## src/rtl/latch_deser_pkg.sv

```systemverilog
// Shared types and defaults for the latch deserializer.
package latch_deser_pkg;

  typedef enum logic [1:0] {
    IDLE  = 2'd0,
    SHIFT = 2'd1,
    HOLD  = 2'd2
  } deser_state_t;

  localparam int DEFAULT_WIDTH = 8;

endpackage

```

## src/rtl/deser_bit_counter.sv

```systemverilog
// Counts sampled bits within a frame and flags the final bit position.
module deser_bit_counter
  import latch_deser_pkg::*;
#(
  parameter int WIDTH = DEFAULT_WIDTH
) (
  input  logic clk,
  input  logic rst_n,
  input  logic clr,
  input  logic inc,
  output logic last
);

  localparam int CW = $clog2(WIDTH + 1);
  localparam logic [CW-1:0] LAST_VAL = CW'(WIDTH - 1);

  logic [CW-1:0] cnt;

  // Bit counter: clear wins over increment so a completed word leaves it at zero.
  always_ff @(posedge clk) begin
    if (!rst_n) begin
      cnt <= '0;
    end else if (clr) begin
      cnt <= '0;
    end else if (inc) begin
      cnt <= cnt + 1'b1;
    end
  end

  assign last = (cnt == LAST_VAL);

endmodule

```

## src/rtl/latch_deserializer.sv

```systemverilog
// Samples the latched serial bit on enabled edges, assembles MSB-first words
// and offers them on a valid/ready handshake with a sticky overrun flag.
module latch_deserializer
  import latch_deser_pkg::*;
#(
  parameter int WIDTH = DEFAULT_WIDTH
) (
  input  logic             clk,
  input  logic             rst_n,
  input  logic             en,
  input  logic             d_in,
  input  logic             start,
  output logic [WIDTH-1:0] data_out,
  output logic             valid,
  input  logic             ready,
  output logic             busy,
  output logic             overrun,
  input  logic             clr_ovr
);

  deser_state_t     state;
  deser_state_t     state_nxt;
  logic [WIDTH-1:0] sr;
  logic             last;
  logic             sample;
  logic             complete;
  logic             drop;

  // Append one bit at the LSB end; older bits move toward the MSB.
  function automatic logic [WIDTH-1:0] shift_in(input logic [WIDTH-1:0] s, input logic b);
    return WIDTH'({s, b});
  endfunction

  // The counter sits at zero outside SHIFT, so 'last' outside SHIFT is only
  // true for single-bit words, where the first sample also completes the word.
  deser_bit_counter #(.WIDTH(WIDTH)) u_cnt (
    .clk   (clk),
    .rst_n (rst_n),
    .clr   (complete),
    .inc   (sample && !complete),
    .last  (last)
  );

  // Next-state and sample/drop decisions.
  always_comb begin
    state_nxt = state;
    sample    = 1'b0;
    drop      = 1'b0;
    case (state)
      IDLE: begin
        if (start && en) begin
          sample    = 1'b1;
          state_nxt = last ? HOLD : SHIFT;
        end
      end
      SHIFT: begin
        if (en) begin
          sample = 1'b1;
          if (last) state_nxt = HOLD;
        end
      end
      HOLD: begin
        if (ready) begin
          if (start && en) begin
            sample    = 1'b1;
            state_nxt = last ? HOLD : SHIFT;
          end else begin
            state_nxt = IDLE;
          end
        end else if (start && en) begin
          drop = 1'b1;
        end
      end
      default: state_nxt = IDLE;
    endcase
    complete = sample && last;
  end

  // State register with busy/valid registered alongside it.
  always_ff @(posedge clk) begin
    if (!rst_n) begin
      state <= IDLE;
      busy  <= 1'b0;
      valid <= 1'b0;
    end else begin
      state <= state_nxt;
      busy  <= (state_nxt != IDLE);
      valid <= (state_nxt == HOLD);
    end
  end

  // Shift register and output word; d_in is only looked at on sampling edges.
  always_ff @(posedge clk) begin
    if (!rst_n) begin
      sr       <= '0;
      data_out <= '0;
    end else begin
      if (sample)   sr       <= shift_in(sr, d_in);
      if (complete) data_out <= shift_in(sr, d_in);
    end
  end

  // Sticky overrun: a dropped frame start beats a simultaneous clear.
  always_ff @(posedge clk) begin
    if (!rst_n) begin
      overrun <= 1'b0;
    end else if (drop) begin
      overrun <= 1'b1;
    end else if (clr_ovr) begin
      overrun <= 1'b0;
    end
  end

endmodule

```

## config.mk

```make
export PLATFORM = sky130hd
export DESIGN_NAME = latch_deserializer
export DESIGN_NICKNAME = d
export VERILOG_FILES = /design/src/rtl/latch_deser_pkg.sv /design/src/rtl/deser_bit_counter.sv /design/src/rtl/latch_deserializer.sv
export SDC_FILE = /design/constraint.sdc
export NUM_CORES = 1
export LEC_CHECK = 0
export CAP_MARGIN = 0
export CORE_MARGIN = 2
export CORE_UTILIZATION = 53
export CTS_BUF_LIST = sky130_fd_sc_hd__clkbuf_4
export CTS_CLUSTER_DIAMETER = 80
export DETAILED_ROUTE_END_ITERATION = 16
export PLACE_DENSITY = 0.89
export SLEW_MARGIN = 20
export SYNTH_ARGS = -nofsm -noshare
export SYNTH_HDL_FRONTEND = slang
export SYNTH_SLANG_ARGS = --single-unit
```

## constraint.sdc

```tcl
create_clock -name clk -period 1.6 [get_ports clk]
set_input_delay 0.32 -clock clk [delete_from_list [all_inputs] [get_ports clk]]
set_output_delay 0.32 -clock clk [all_outputs]
set_load 0.02 [all_outputs]
```

* Yosys cells after proc, flatten, opt, wreduce, memory -nomap -nowiden *
Index checks and enable logic that the tools add are counted.

word-level totals
  register bits = 24
  latch bits = 0
  memories = 0
  output and inout bits = 11
  bits in writable memories = 0
  memory bits (read-only) = 0
  input port bits = 7

operators by class
  eq/ne operators = 4
  magnitude comparators = 0
  multipliers = 0
  shift operators = 0
  add/sub/neg operators = 1
  multiplexer cells = 15
  div/mod/pow operators = 0
  reduce and logical (&&, ||, !) cells = 8
  bitwise gates (word level) = 1

operators by type and width
  kind                                                  number
  2-to-1 mux 2 bit                                      6
  2-to-1 mux 1 bit                                      7
  case mux 2 bit (3 select lines)                       1
  adder 4 x 1 -> 4 bit (second input constant)          1
  equality test 2 bit (second input constant)           2
  equality test 4 x 3 -> 1 bit (second input constant)  1
  nonzero test 2 bit                                    2
  logical AND 1 bit                                     3
  case mux 1 bit (3 select lines)                       1
  equality test 2 x 1 -> 1 bit (second input constant)  1
  zero test 2 bit                                       1
  OR reduction 2 bit                                    1
  zero test 1 bit                                       1
  NOT 1 bit                                             1

* Longest topological paths before layout *
  depth in word-level cells = 7
  gate-level depth with buffers = 6
  mapped depth without buffers = 5

* Cells and area by module *
A second synthesis with hierarchy kept.

unflattened totals
  cell total of the unflattened synthesis = 95
  area total of the unflattened synthesis = 1002.2 µm²

modules (own cells, without submodules)
  module              instances  area an instance (µm²)  cells each
  latch_deserializer  1          810.8                   77
  deser_bit_counter   1          191.4                   18

* Worst setup path after synthesis *
OpenSTA, ideal clock, no wires.

  path kind = reg-to-reg
  start = reg u_cnt.cnt[0]
  end = reg data_out[5]
  data required time = 1.533 ns
  arrival time = 1.291 ns
  cell stages (with the launch flop) = 7
  path slack = 0.242 ns
  library setup time = 0.067 ns
  path through = dfxtp_1 ha_1 nand3b_2 a211oi_4 buf_6 nand3_1 o21ai_2

between the ends
  longest elaborated chain between the ends = 2

ends and longest elaborated chain
  item                          RTL line                  source
  start, declared               deser_bit_counter.sv:17   logic [CW-1:0] cnt;
  start signal, assigned        deser_bit_counter.sv:26   cnt <= cnt + 1'b1;
  equality test 4 x 3 -> 1 bit  deser_bit_counter.sv:30   assign last = (cnt == LAST_VAL);
  logical AND 1 bit             latch_deserializer.sv:76  complete = sample && last;
  end signal, assigned          latch_deserializer.sv:99  if (complete) data_out <= shift_in(sr, d_in);
  end, declared                 latch_deserializer.sv:13  output logic [WIDTH-1:0] data_out,

Every way passes these cells.
A chain may end at the register's enable or synchronous reset.

* Worst setup path in the final report *
  start = reg busy
  end = out busy

RTL lines
  item                    RTL line                  source
  start, declared         latch_deserializer.sv:16  output logic busy,
  start signal, assigned  latch_deserializer.sv:87  busy <= (state_nxt != IDLE);

No word-level cell between the ends.

==> results by group <==
Outcome
  • Status: completed

CTS
  • Clock tree buffer depth: 2
  • Clock transition at path regs: 130 ps
  • Clk root buf: clkbuf_4
  • Clock latency on the worst-skew pair: 310 ps
  • CTS tree: yes
  • Sink Count: 24
  • H-tree depth: 1
  • Cts bufs inserted: 3

Floorplan
  • Core Area: 1760 um^2
  • Initial Util: 57.7%
  • Die Height: 47.8 um
  • Io pins: 18
  • Die width: 47.8 um
  • Die ar.: 2290 um^2
  • Row Count: 15

Worst setup path
  • Worst path top cell family by delay: buffers and inverters
  • CP max stage cell: clkdlybuf4s50_1
  • CP cell instances: clkdlybuf4s50_1
  • Crit-path max cell delay: 600 ps
  • CP Max Fanout: 1
  • CP Buf/Inv Count: 1
  • Setup crit start kind: flip-flop
  • CP arrival: 1240 ps
  • Crit end category: output pin
  • Crit path kind: flip-flop to output pin
  • WP data required: 1280 ps

Timing
  • Clock Skews: 4.28 ps
  • Fmax: 0.643 GHz
  • Worst-Margin Slew: 238 ps
  • Final setup fails: 0
  • Setup_tns: 0 ps
  • Fin crit share: 97.3%
  • Setup repair after global routing missed its margin: no
  • Final min period: 1560 ps
  • Final hold violation count: 0
  • Final slew viol count: 0
  • Slew Limit Headroom: 84.1%

Yosys
  • Synth area leader: dfxtp_1
  • Share of the synthesized area in the top cell type: 47.2%
  • Ys async rst share: 0%
  • Post-synthesis cell count: 103
  • Synthesized cell area: 1020 um^2
  • Ys flop type: dfxtp_1
  • Register area share after synthesis: 47.2%
  • Synth cell types: 26
  • Synth top area cells: dfxtp_1 (47%), mux2i_1 (11%), nand2_1 (5.5%), nor2b_1 (5.5%), nand3_1 (3.9%)
  • Seq cells post-synth: 24
  • Mapped Nets: 111
  • Syn. warnings: 0
  • Post-synth EDFFs: 0
  • Avg Inst Size Synth: 9.89 um^2

Global routing
  • Vias in the first global route: 628
  • Pin count of the biggest net entering global routing: 33
  • First-pass GRT wire length: 2720 um
  • Total grt overflow: 0
  • Gr usage total: 16.6%
  • Initial antenna violation count: 0

Power
  • Sw frac: 23.7%
  • Internal Pwr Total: 0.000754 W
  • Worst VDD drop: 0.000698 V
  • Switching Power: 0.000234 W
  • Leakage Power: 0.619 nW
  • Pwr dens: 759 nW/um^2
  • Sequential Power Share: 62.5%
  • Comb pwr share: 10.3%
  • Part of the power in the clock network: 27.2%
  • Overall power: 0.000987 W

Place
  • Port bufs: 17
  • Final RePlAce weighted congestion: 0.792
  • Dpl cells: 145
  • Placed Area: 1260 um^2
  • Post-detail-place hpwl: 1280 um

Detailed routing
  • DR WL/cell: 12.5 um
  • Routed Antenna Nets: 0
  • DR pass1 iterations: 4
  • Total number of vias: 767
  • Initial drt markers: 8
  • DRC: 0
  • WL final: 1860 um
  • Drt via density: 5.15

Cells and area
  • Antenna Cells: 0
  • Post-layout util: 73.8%
  • Final instance area: 1300 um^2
  • # nets final: 133
  • Area Overhead vs Synth: 27.8%
  • Most frequent cells in the layout: dfxtp_1 (24), nand2_1 (15), mux2i_1 (11), nor2b_1 (9)
  • Layout cells sized above 1: 12.9%
  • Commonest non-fill, non-tap cell in the layout: dfxtp_1
  • Fin cells: 149

Worst hold path
  • Hold WC Path Type: flip-flop to flip-flop

Run
  • Max Cap Viol: 0
==> power groups by stage <==
| stage | logic [W] | registers (W) | clock network (W) |
|---|---|---|---|
| 4_1_cts | 0.000102 | 0.000618 | 0.000275 |
| 3_5_place_dp | 0.000102 | 0.000631 | 0 |
| 5_1_grt | 0.000110 | 0.000619 | 0.000283 |
| 6_report | 0.000102 | 0.000617 | 0.000268 |
| 3_3_place_gp | 0.0000982 | 0.000630 | 0 |
| 2_1_floorplan | 0.0000566 | 0.000631 | 0 |
==> layout make-up <==
cell class | count | area (um^2)
fill | 144 | 463
timing repair buffer | 22 | 260
tap | 25 | 31.3
sequential | 24 | 480
clock inverter | 1 | 3.75
clock buffer | 3 | 22.5
multi-input combinational | 73 | 499
inverter | 1 | 3.75
==> layer usage <==
metal	track usage, %	wire length, um	vias up
li1	-	-	396
met1	23.7	873	361
met4	4.86	19	0
met3	2.26	41	2
met5	0	0	-
met2	26.1	925	8
==> state kept, by name, indices dropped and copies added, names as in the netlist <==
| name | flops |
|---|---|
| overrun | 1 |
| valid | 1 |
| state | 2 |
| data_out | 8 |
| busy | 1 |
| sr | 7 |
| u_cnt.cnt | 4 |
==> logic make-up after synthesis <==
kind of cell	count (synthesis)	synth area share (%)
and+or+nand+nor	43	24.6
DFF	24	47.2
AOI/OAI and AO/OA	18	12.4
muxes	11	10.8
buffers and inverters	6	3.81
adders and majority gates	1	1.23
==> metrics by stage <==
step | hold WS, ps | setup slack [ps]
floorplan | 443 | 242
global placement | 447 | -29.1
detailed placement | 454 | -50.4
CTS | 471 | 0.741
global route | 492 | 16.4
finish | 471 | 43.8
==> timing repair <==
action	in CTS	in global routing
resized for setup	2	7
setup buffers	0	0
setup endpoints to repair	2	7
hold buffers	0	0
==> Yosys cell counts (2+ instances only) <==
cell type	count
nand2_1	15
clkbuf_1	2
dfxtp_1	24
o21ai_0	6
nor2b_1	9
nand3_1	8
buf_6	2
and2_1	2
mux2i_1	11
nand2b_1	2
a21oi_1	5
o21ai_2	3
==> final timing paths <==
check,endpoint,slack [ps],startpoint,cells past startpoint
max,busy,40,busy,1
min,data_out[0],470,data_out[0],2
max reg2reg,data_out[4],110,u_cnt.cnt[0],6
min reg2reg,data_out[0],470,data_out[0],2
Note: power is estimated with default switching activity, not from simulation.
